### config.mk
export PLATFORM = sky130hd
export DESIGN_NAME = sequencer_control_unit
export DESIGN_NICKNAME = d
export VERILOG_FILES = /design/src/rtl/sequencer_control_unit_pkg.sv /design/src/rtl/sequencer_control_unit_wait_timer.sv /design/src/rtl/sequencer_control_unit.sv
export SDC_FILE = /design/constraint.sdc
export NUM_CORES = 1
export LEC_CHECK = 0
export ABC_AREA = 1
export CAP_MARGIN = 15
export CORE_UTILIZATION = 51
export DETAILED_ROUTE_END_ITERATION = 7
export PLACE_DENSITY = 0.92
export RECOVER_POWER = 25
export SYNTH_ARGS = -nofsm -noshare
export SYNTH_HDL_FRONTEND = slang
export SYNTH_SLANG_ARGS = --single-unit
### constraint.sdc
create_clock -name clk -period 2.75 [get_ports clk]
set_input_delay 0.4125 -clock clk [delete_from_list [all_inputs] [get_ports clk]]
set_output_delay 0.4125 -clock clk [all_outputs]
set_load 0.005 [all_outputs]
### src/rtl/sequencer_control_unit_pkg.sv
// ctrl_pkg: shared types and constants for the multi-cycle control sequencer.
//   state_t      - sequencer states
//   OP_*         - opcode values (all-ones is HALT, undefined values are NOP)
//   ALU_OP_*     - ALU select values driven on alu_op
//   WAIT_CNT_W   - width of the memory-wait supervision counter
//   is_alu_class - true for opcodes that go EXECUTE -> WRITEBACK
package ctrl_pkg;

  typedef enum logic [2:0] {
    FETCH,
    DECODE,
    EXECUTE,
    MEM,
    WRITEBACK,
    HALT,
    FAULT
  } state_t;

  localparam int unsigned OP_LOAD  = 0;
  localparam int unsigned OP_STORE = 1;
  localparam int unsigned OP_ADD   = 2;
  localparam int unsigned OP_SUB   = 3;
  localparam int unsigned OP_AND   = 4;
  localparam int unsigned OP_OR    = 5;
  localparam int unsigned OP_JMP   = 6;
  localparam int unsigned OP_JZ    = 7;

  // Highest opcode with a defined meaning; anything above it (other than
  // all-ones) decodes as NOP.
  localparam int unsigned OP_LAST_DEFINED = OP_JZ;

  // ALU ops reuse the opcode value; address computation uses 0 (add).
  localparam int unsigned ALU_OP_ADDR = 0;
  localparam int unsigned ALU_OP_ADD  = OP_ADD;
  localparam int unsigned ALU_OP_SUB  = OP_SUB;
  localparam int unsigned ALU_OP_AND  = OP_AND;
  localparam int unsigned ALU_OP_OR   = OP_OR;

  localparam int unsigned WAIT_CNT_W = 8;

  function automatic logic is_alu_class(input int unsigned op);
    return (op >= OP_ADD) && (op <= OP_OR);
  endfunction

endpackage

### src/rtl/sequencer_control_unit_wait_timer.sv
// wait_timer: counts consecutive cycles spent waiting on mem_ready.
//   clk     - clock
//   rst     - synchronous active-high reset, clears the count
//   clear   - clears the count (used whenever no wait is in progress)
//   enable  - advance the count by one this cycle
//   expired - count has reached WAIT_MAX
module wait_timer
  import ctrl_pkg::*;
#(
  parameter int WAIT_MAX = 15
) (
  input  logic clk,
  input  logic rst,
  input  logic clear,
  input  logic enable,
  output logic expired
);

  logic [WAIT_CNT_W-1:0] count_reg;

  always_ff @(posedge clk) begin
    if (rst || clear) begin
      count_reg <= '0;
    end else if (enable) begin
      count_reg <= count_reg + WAIT_CNT_W'(1);
    end
  end

  assign expired = (count_reg == WAIT_CNT_W'(WAIT_MAX));

endmodule

### src/rtl/sequencer_control_unit.sv
// sequencer_control_unit: multi-cycle FETCH/DECODE/EXECUTE/MEM/WRITEBACK
// control sequencer with a supervised memory handshake.
//   clk, rst   - clock and synchronous active-high reset
//   opcode     - IR opcode field, sampled in DECODE only
//   mem_ready  - memory completed the current access (FETCH/MEM only)
//   zero_flag  - ALU zero flag, consulted by JZ in EXECUTE
//   alu_op     - ALU select (opcode for ALU ops, 0 otherwise)
//   pc_inc     - PC += 1 (FETCH completion)
//   pc_load    - PC <= jump target (JMP, taken JZ)
//   ir_load    - IR captures memory data (FETCH completion)
//   mem_read   - read request (FETCH, LOAD in MEM)
//   mem_write  - write request (STORE in MEM)
//   reg_write  - register file write (WRITEBACK)
//   halted     - high while in HALT
//   fault      - high while in FAULT (memory wait timed out)
// Outputs are combinational from state, op register and inputs, and are
// all forced low while rst is high.
module sequencer_control_unit
  import ctrl_pkg::*;
#(
  parameter int OPCODE_W = 4,
  parameter int ALU_OP_W = 4,
  parameter int WAIT_MAX = 15
) (
  input  logic                clk,
  input  logic                rst,
  input  logic [OPCODE_W-1:0] opcode,
  input  logic                mem_ready,
  input  logic                zero_flag,
  output logic [ALU_OP_W-1:0] alu_op,
  output logic                pc_inc,
  output logic                pc_load,
  output logic                ir_load,
  output logic                mem_read,
  output logic                mem_write,
  output logic                reg_write,
  output logic                halted,
  output logic                fault
);

  state_t              state;
  logic [OPCODE_W-1:0] op_reg;

  // Instruction class of the latched opcode (valid from EXECUTE onward).
  logic op_is_load;
  logic op_is_store;
  logic op_is_jmp;
  logic op_is_jz;
  logic op_is_alu;

  assign op_is_load  = (op_reg == OPCODE_W'(OP_LOAD));
  assign op_is_store = (op_reg == OPCODE_W'(OP_STORE));
  assign op_is_jmp   = (op_reg == OPCODE_W'(OP_JMP));
  assign op_is_jz    = (op_reg == OPCODE_W'(OP_JZ));
  assign op_is_alu   = is_alu_class(32'(op_reg));

  // Classification of the live opcode input, used only in DECODE.
  logic in_is_halt;
  logic in_is_nop;

  assign in_is_halt = &opcode;
  assign in_is_nop  = !in_is_halt && (opcode > OPCODE_W'(OP_LAST_DEFINED));

  // The timer runs only while a memory request is outstanding. Clearing it
  // in every other cycle (and on the completing cycle) guarantees it starts
  // from zero on each entry to FETCH or MEM.
  logic waiting;
  logic timer_clear;
  logic timer_enable;
  logic timer_expired;

  assign waiting      = (state == FETCH) || (state == MEM);
  assign timer_enable = waiting && !mem_ready;
  assign timer_clear  = !waiting || mem_ready;

  wait_timer #(
    .WAIT_MAX(WAIT_MAX)
  ) u_wait_timer (
    .clk    (clk),
    .rst    (rst),
    .clear  (timer_clear),
    .enable (timer_enable),
    .expired(timer_expired)
  );

  always_ff @(posedge clk) begin
    if (rst) begin
      state  <= FETCH;
      op_reg <= '0;
    end else begin
      case (state)
        FETCH: begin
          // mem_ready takes priority over an expiring timer.
          if (mem_ready) begin
            state <= DECODE;
          end else if (timer_expired) begin
            state <= FAULT;
          end
        end
        DECODE: begin
          op_reg <= opcode;
          if (in_is_halt) begin
            state <= HALT;
          end else if (in_is_nop) begin
            state <= FETCH;
          end else begin
            state <= EXECUTE;
          end
        end
        EXECUTE: begin
          if (op_is_load || op_is_store) begin
            state <= MEM;
          end else if (op_is_jmp || op_is_jz) begin
            state <= FETCH;
          end else begin
            state <= WRITEBACK;
          end
        end
        MEM: begin
          if (mem_ready) begin
            state <= op_is_load ? WRITEBACK : FETCH;
          end else if (timer_expired) begin
            state <= FAULT;
          end
        end
        WRITEBACK: state <= FETCH;
        HALT:      state <= HALT;
        FAULT:     state <= FAULT;
        default:   state <= FETCH;
      endcase
    end
  end

  always_comb begin
    alu_op    = '0;
    pc_inc    = 1'b0;
    pc_load   = 1'b0;
    ir_load   = 1'b0;
    mem_read  = 1'b0;
    mem_write = 1'b0;
    reg_write = 1'b0;
    halted    = 1'b0;
    fault     = 1'b0;
    if (!rst) begin
      case (state)
        FETCH: begin
          mem_read = 1'b1;
          ir_load  = mem_ready;
          pc_inc   = mem_ready;
        end
        EXECUTE: begin
          alu_op  = op_is_alu ? ALU_OP_W'(op_reg) : ALU_OP_W'(ALU_OP_ADDR);
          pc_load = op_is_jmp || (op_is_jz && zero_flag);
        end
        MEM: begin
          // op_reg is either LOAD or STORE here, so these are exclusive.
          mem_read  = op_is_load;
          mem_write = op_is_store;
        end
        WRITEBACK: reg_write = 1'b1;
        HALT:      halted    = 1'b1;
        FAULT:     fault     = 1'b1;
        default: ;
      endcase
    end
  end

endmodule

==> results of run 1 <==
power by group:
group	leakage, nW	switching [mW]	internal [mW]	total, mW
registers	0.122	0.0125	0.228	0.241
clock network	0.0177	0.0696	0.0540	0.124
logic	0.277	0.0531	0.0357	0.0888
total	0.417	0.135	0.318	0.453
cell usage after synthesis, types with 2 or more instances:
cell	count
sky130_fd_sc_hd__buf_4	2
sky130_fd_sc_hd__nand3_1	12
sky130_fd_sc_hd__nor2_2	2
sky130_fd_sc_hd__nand3_2	2
sky130_fd_sc_hd__xor2_1	3
sky130_fd_sc_hd__dfxtp_1	15
sky130_fd_sc_hd__nor2_1	26
sky130_fd_sc_hd__inv_1	15
sky130_fd_sc_hd__a21oi_1	8
sky130_fd_sc_hd__nand2_1	22
sky130_fd_sc_hd__nor4_1	2
sky130_fd_sc_hd__nor3_1	4
sky130_fd_sc_hd__o21ai_0	5
sky130_fd_sc_hd__nand4_1	4
final cells by class:
type / instances / area [um2] / share of cell area, %
Multi-Input combinational cell: 95 / 454.2 / 43.42
Sequential cell: 15 / 300.3 / 28.71
Timing Repair Buffer: 19 / 187.7 / 17.94
Inverter: 15 / 56.30 / 5.383
Clock buffer: 3 / 22.52 / 2.153
Tap cell: 16 / 20.02 / 1.914
Clock inverter: 1 / 5.005 / 0.4785
worst max-delay path by stage:
| stage | start | to | slack [ns] | cells past startpoint |
|---|---|---|---|---|
| floorplan | rst | alu_op[1] | 1.25 | 4 |
| global placement | rst | alu_op[1] | 0.43 | 5 |
| detailed placement | rst | alu_op[1] | 0.38 | 5 |
| CTS | rst | alu_op[1] | 0.38 | 5 |
| global route | rst | pc_load | 0.31 | 5 |
| finish | rst | alu_op[1] | 0.39 | 5 |
metal layers:
layer | wire, um | part of all wire (%) | track usage (%)
met5 | 0 | 0 | 0
met4 | 27 | 1.4 | 10.63
met3 | 90 | 4.5 | 2.586
met2 | 1020 | 51 | 42.42
met1 | 861 | 43 | 25.94
kinds of logic (layout without fill, tap and decap cells):
family	Yosys count	after routing	synth area share, %
flip-flops	15	15	35.66
adder cells (fa/ha/maj)	1	1	1.486
AND/OR/NAND/NOR	75	75	40.71
XOR/XNOR	4	4	4.161
buffers and inverters	18	38	8.914
AO/OA/AOI/OAI	14	14	8.618
other	1	1	0.4453
critical path, delay by kind of cell:
kind                   cells  cell delay, ns
AND/OR/NAND/NOR            2            0.39
buffers and inverters      3            1.15
==> out/results.txt, run 1 <==
The flow ran to the end, and the final reports show no timing, DRC or antenna violations. The tools report the buffer cell driving the clock tree root as sky130_fd_sc_hd__clkbuf_4. The tool flagged a number of max-cap violations equal to 0.

Class of the worst hold path: reg2reg. After the first detailed-routing iteration, the DRC count stood at 37. The tools report the final cell area excluding filler cells as 0.001046 mm2. TritonCTS built the clock tree. The routability-driven placement congestion ratio is 0.9173, and the worst vdd rail ir drop is 0.0003097 V. Cell type with the highest occurrence count on the critical path: sky130_fd_sc_hd__clkdlybuf4s50_1. In this run the count of I/O pins placed on the die edge is 20. For the total count of hold-check failures in the final report, the log shows 0. The most used flip-flop cell after synthesis is sky130_fd_sc_hd__dfxtp_1. The floorplan step defined a die boundary enclosing 0.001818 mm2.

Measured along the x axis, the die boundary spans 42.64 um. Measured on the finished design, the core utilization comes to 68.64%. Leaving out fill and tap cells, the most frequent cell in the layout is sky130_fd_sc_hd__nor2_1. In this run the vertical extent of the chip is 42.64 um. In the synthesized netlist the async set-or-reset flop fraction comes to 0%. The logs give 0 for the quantity of hold-fixing buffers added after cts and 160 for the number of cells after detailed placement. The total power divided by cell area came out at 433.3 mW/mm2. Counting the fill cells in the layout gives 133. The maximum clock rate is 423.1 MHz. The placed instances occupy a cell area of 0.001031 mm2.

When the netlist entered floorplanning its net count stood at 137. The worst stage delay on the critical path is 0.54 ns. For the number of post-CTS setup repair buffers, the log shows 0. After synthesis the cells add up to 842.1 um2. The analysis attributes to cell leakage a power of 0.4169 nW.

The Yosys step of the flow raised 0 warnings. The biggest area contributor in the post-synthesis netlist is sky130_fd_sc_hd__dfxtp_1. Buffers inserted during clock tree synthesis total 3. For the initial antenna violation count, the log shows 0. The worst hold path begins at u_wait_timer.count_reg[0]. Clock-pin slew was measured on the worst setup and hold paths at 0.09 ns. The number of flip-flops under the largest register name is 8, and the data required time at the worst endpoint is 2.34 ns. The count of cells in the finished layout, fillers not included, comes to 164. For the overall track demand over capacity in global routing, the log shows 23.09%. Relative to the synthesized area, the layout overhead comes to 24.22%.

The run gives 1.95 ns as the data arrival time at the worst-slack endpoint. The run gives 15 as the CTS sink count. The tools report the critical path startpoint category as an input port. The final critical-path required period was 2.364 ns; the via-per-instance ratio was 5.506.

After the last flow step, the layout net total stands at 158. Counting along the longest clock path gives a buffer depth of 2. Setup violations remaining at the end of the flow were counted as 0. The average wire length per cell after detail routing is 12.19 um, and the area of the core is 0.001524 mm2. The tools report the aggregate global routing overflow as 0.

In this run the biggest area consumer among cell types represents 35.66% of the synthesized area. The number of cells on the worst reg-to-reg path was 5. After technology mapping, the gate count stands at 128. The run gives 903 as the total number of vias. Share of the clock period used by the worst path after layout: 85.95%. The total count of max-transition violations in the final report was 0.

The tools report the capturing element type of the critical path as a primary output. The tools report the hold-critical path endpoint as u_wait_timer.count_reg[0]. By area the synthesized netlist is led by sky130_fd_sc_hd__dfxtp_1 36%, sky130_fd_sc_hd__nor2_1 12%, sky130_fd_sc_hd__nand2_1 9.8%, sky130_fd_sc_hd__nand3_1 7.1%, sky130_fd_sc_hd__inv_1 6.7%. The pin count of the biggest net entering global routing is 10. The count of nets left with antenna violations once routing finished came out at 0. After synthesis, the mean cell area works out to 6.579 um2. In this run the register-to-register setup slack is 1.32 ns. After synthesis, flip-flops and latches occupy 35.66% of the total area.

After synthesis, the netlist uses 20 different library cells. The flip-flop and latch count after synthesis was 15; the worst slack at placement was 0.3839 ns. Adding up every negative setup slack in the final design gives 0 ns. In this run the critical register-to-register path is captured at u_wait_timer.count_reg[2]. The library cells used most frequently in the layout, excluding fill and tap cells, are 27 x sky130_fd_sc_hd__nor2_1, 22 x sky130_fd_sc_hd__nand2_1, 17 x sky130_fd_sc_hd__clkdlybuf4s50_1.

The number of cells traversed by the worst hold path came out at 1. The routed design has 1.999 mm of wire. Final hold analysis gives a worst-case slack of 0.4559 ns. For the smallest setup slack after layout, the log shows 0.3864 ns.

Via count of the first global-routing pass: 791. The clock reaches the later pin of the worst-skew pair after 0.28 ns. The antenna cell count was 0; the post-cts sizing count was 0. The first global-routing pass estimated 3.201 mm of wire. Row generation in the floorplan step produced 14 rows. Highest fanout seen on the critical path: 7. The total power is 453.2 uW, and the number of enable-type register cells in the synthesized netlist is 0.

The run gives 55.25% as the initial standard-cell utilization of the core. The first detailed-routing pass ran for 4 iterations. The startpoint identified for the worst register-to-register timing path is state[2]. The H-tree level count was 1. Slowest cell on the critical path: sky130_fd_sc_hd__clkdlybuf4s50_1. During placement, the flow inserted port buffers numbering 18. For this run, design rule violations remaining after detail routing come to 0. Setup repair after global routing left no endpoint under its margin.

In the final layout, the share of cells above drive strength 1 is 4.730%. Traced cell by cell, the critical path runs through clkdlybuf4s50_1, inv_1, nand3_1, nor4_1, clkdlybuf4s50_1. For the final database, setup skew stands at 0.003132 ns. The kind of critical path was in2out. After legalization and detailed placement, the total HPWL measured 1.539 mm.
No activity file was read; power rests on OpenSTA's default activity.
==> run 2, diff against run 1 <==
--- a/config.mk
+++ b/config.mk
@@ -8,6 +8,7 @@
 export ABC_AREA = 1
 export CAP_MARGIN = 15
 export CORE_UTILIZATION = 51
+export CTS_CLUSTER_SIZE = 24
 export DETAILED_ROUTE_END_ITERATION = 7
 export PLACE_DENSITY = 0.92
 export RECOVER_POWER = 25
==> results of run 2 <==
Final layout, timing and power as in run 1 (identical DEF).
==> run 3, diff against run 2 <==
--- a/config.mk
+++ b/config.mk
@@ -7,6 +7,7 @@
 export LEC_CHECK = 0
 export ABC_AREA = 1
 export CAP_MARGIN = 15
+export CORE_MARGIN = 5
 export CORE_UTILIZATION = 51
 export CTS_CLUSTER_SIZE = 24
 export DETAILED_ROUTE_END_ITERATION = 7
==> run 3 against run 2 <==
  * Final cell count stayed put
  * Combinational power is 2.5% lower
  * Design area stayed put
  * Critical path type unchanged
  * Highest routed layer unchanged
  * Global-route usage is 8.5 points lower
  * Wire length is 11% lower
==> out/results.txt, run 3 (same netlist as run 1, synthesis figures left out) <==
For the count of fill cells added during filler insertion, the log shows 132 (was 133). The run gives 428.5 MHz (was 423.1 MHz) as the maximum clock rate. Cell-by-cell listing of the critical path: clkdlybuf4s50_1, inv_1, nand3_1, nor4_1, clkdlybuf4s50_1 (unchanged). For the relative contribution of combinational cells to total power, the log shows 19.3% (was 19.6%).

The clock share of power was 27.2% (was 27.3%). The run gives 0 (unchanged) as the number of post-CTS setup repair buffers. The logs give 0.001541 mm2 (was 0.001524 mm2) for the area of the core and 47 (was 37) for the initial detailed-routing violation count. The residual antenna-violating net count after detailed routing is 0 (unchanged). Share of final-layout standard cells stronger than drive strength 1: 4.730% (unchanged). The worst reg-to-reg setup slack was 1.36 ns (was 1.32 ns); the total count of max-transition violations in the final report was 0 (unchanged). Worst vdd rail ir drop: 0.0003310 V (was 0.0003097 V). Clock transition at the register clock pins on the worst setup and hold paths after CTS: 0.08 ns (was 0.09 ns). The insertion delay to the later sink of the worst-skew pair is 0.28 ns (about the same), and the number of flip-flops under the largest register name is 8 (unchanged). The count of endpoints failing setup in the final report is 0 (unchanged), and the routability-driven placement congestion ratio is 0.8963 (was 0.9173).

The run gives 20 (unchanged) as the count of boundary I/O pins. The area used by multi-input combinational logic came out at 454.2 um2 (unchanged). The buffer cell driving the clock tree root is sky130_fd_sc_hd__clkbuf_4 (unchanged). Most frequent cells in the layout: 27 x sky130_fd_sc_hd__nor2_1, 22 x sky130_fd_sc_hd__nand2_1, 18 x sky130_fd_sc_hd__clkdlybuf4s50_1 (was 27 x sky130_fd_sc_hd__nor2_1, 22 x sky130_fd_sc_hd__nand2_1, 17 x sky130_fd_sc_hd__clkdlybuf4s50_1).

The capturing element type of the critical path is a primary output (unchanged). The leading cell type in the layout, fill and taps excluded was sky130_fd_sc_hd__nor2_1 (unchanged). The run gives 131.6 uW (was 135.1 uW) as the power spent charging and discharging nets. The worst reg2reg path startpoint was state[2] (unchanged). The run gives 14 (unchanged) as the number of rows created at floorplan. The tools report the critical path startpoint category as an input port (unchanged).

The run gives 300.3 um2 (unchanged) as the register cell area after layout. The maximum clock skew at final layout is 0.01047 ns (was 0.003132 ns). Number of cells on the worst reg-to-reg path: 5 (unchanged).

The total count of hold-check failures in the final report was 0 (unchanged). The static leakage was 0.4166 nW (was 0.4169 nW). For the number of max-cap violations, the log shows 0 (unchanged). Share of the clock period used by the worst path after layout: 84.86% (was 85.95%).

Slowest cell on the critical path: sky130_fd_sc_hd__clkdlybuf4s50_1 (unchanged). The worst stage delay on the critical path came out at 0.54 ns (about the same). Class of the worst hold path: reg2reg (unchanged). Total power divided by cell area: 430.2 mW/mm2 (was 433.3 mW/mm2). TritonCTS built the clock tree. The H-tree level count was 1 (unchanged); the setup TNS was 0 ns (unchanged). The final critical-path required period was 2.334 ns (was 2.364 ns); the sequential fraction of design power was 53.5% (was 53.1%). The antenna cell count is 0 (unchanged). The height of the die is 50.64 um (was 42.64 um), and the total number of vias is 897 (was 903). The via-per-instance ratio was 5.470 (was 5.506); the wire length of the first global-routing pass was 3.042 mm (was 3.201 mm). The tools report the first element of the critical path as rst (unchanged). Setup repair after global routing left no endpoint under its margin. The highest fanout seen on the critical path is 7 (unchanged).

The detailed-routing iteration count for the pre-antenna-repair pass was 4 (unchanged). The capture point of the critical path is alu_op[1] (unchanged). The kind of critical path was in2out (unchanged). The layout-stage area growth over the synthesis result is 24.22% (unchanged), and the aggregate global routing overflow is 0 (unchanged). The switching share of total power came out at 29.25% (was 29.82%). The final cell area excluding filler cells was 0.001046 mm2 (unchanged); the cell area after placement was 0.001031 mm2 (unchanged). The cell type with the highest occurrence count on the critical path was sky130_fd_sc_hd__clkdlybuf4s50_1 (unchanged). The width of the chip was 50.64 um (was 42.64 um). The count of input and output buffers is 18 (unchanged), and the initial standard-cell utilization of the core is 54.63% (was 55.25%).

The estimated wirelength of the detail-placed design was 1.452 mm (was 1.539 mm); the via count of the first global-routing pass was 782 (was 791). The quantity of hold-fixing buffers added after cts came out at 0 (unchanged). The tools report the final layout net count as 158 (unchanged).

The logs give 1.785 mm (was 1.999 mm) for the total length of routed wires and 15 (unchanged) for the CTS sink count. For the internal power contribution, the log shows 318.4 uW (was 318.1 uW). The post-cts sizing count is 0 (unchanged).

The overall track demand over capacity in global routing is 14.58% (was 23.09%), and the average wire length per cell after detail routing is 10.88 um (was 12.19 um). The maximum count of clock buffers along a single path was 2 (unchanged); the area of the die was 0.002564 mm2 (was 0.001818 mm2). The initial antenna violation count was 0 (unchanged).

The run finished with clean final reports. Pin count of the biggest net entering global routing: 10 (unchanged). The data required time at the worst endpoint is 2.34 ns (about the same). The data arrival time at the worst-slack endpoint was 1.92 ns (was 1.95 ns); the CTS buffer count was 3 (unchanged). The endpoint of the worst-slack reg-to-reg timing path was u_wait_timer.count_reg[2] (unchanged). Count of unresolved DRC violations after routing: 0 (unchanged).
## run 3: changes by cell type in the layout (fill, tap and decap cells not counted)
cell / previous run / this run
sky130_fd_sc_hd__clkdlybuf4s50_1: 17 / 18
sky130_fd_sc_hd__dlygate4sd3_1: 1 / 0
## run 3: through the flow
| stage | std cells | power, mW | utilization (%) | hold WS [ns] | setup WS [ns] |
|---|---|---|---|---|---|
| 2_1_floorplan | 128 | 0.3009 | - | 0.4176 | 1.252 |
| 3_3_place_gp | 160 | 0.3313 | 66.88 | 0.4306 | 0.4308 |
| 3_5_place_dp | 160 | 0.3332 | 66.88 | 0.4372 | 0.4159 |
| 4_1_cts | 164 | 0.4537 | 68.67 | 0.4536 | 0.3999 |
| 5_1_grt | 164 | 0.4765 | 67.86 | 0.4841 | 0.3158 |
| 6_report | 164 | 0.4500 | 67.86 | 0.4467 | 0.4165 |
## run 3: power groups by stage
| stage | combinational [mW] | clock (mW) | sequential (mW) |
|---|---|---|---|
| floorplan | 0.0577 | 0 | 0.243 |
| global placement | 0.0858 | 0 | 0.246 |
| detailed placement | 0.0872 | 0 | 0.246 |
| CTS | 0.0875 | 0.125 | 0.241 |
| global route | 0.0987 | 0.136 | 0.242 |
| finish | 0.0866 | 0.123 | 0.241 |
## run 3: cell type report
cell class,count,area share [%]
Clock buffer,3,2.153
Clock inverter,1,0.4785
Timing Repair Buffer,19,17.94
Sequential cell,15,28.71
Inverter,15,5.383
Tap cell,16,1.914
Multi-Input combinational cell,95,43.42
## run 3: worst min path at each step
stage / start / endpoint / slack [ns] / depth (start not counted)
2_1_floorplan: u_wait_timer.count_reg[0] / u_wait_timer.count_reg[0] / 0.42 / 1
3_3_place_gp: u_wait_timer.count_reg[0] / u_wait_timer.count_reg[0] / 0.43 / 1
3_5_place_dp: u_wait_timer.count_reg[0] / u_wait_timer.count_reg[0] / 0.44 / 1
4_1_cts: u_wait_timer.count_reg[0] / u_wait_timer.count_reg[0] / 0.45 / 1
5_1_grt: u_wait_timer.count_reg[0] / u_wait_timer.count_reg[0] / 0.48 / 1
6_report: u_wait_timer.count_reg[0] / u_wait_timer.count_reg[0] / 0.45 / 1
## run 3: worst max-delay path, delay by kind of cell
family,cells,cell delay [ns]
buffers and inverters,3,1.15
and+or+nand+nor,2,0.35
## run 3: layer usage
metal | wire [um] | vias up | part of all wire (%) | GRT usage, %
met2 | 849 | 37 | 48 | 24.59
met5 | 0 | - | 0 | 0
met4 | 14 | 0 | 0.78 | 4.255
li1 | - | 455 | - | -
met3 | 148 | 4 | 8.3 | 4.142
met1 | 773 | 401 | 43 | 17.79
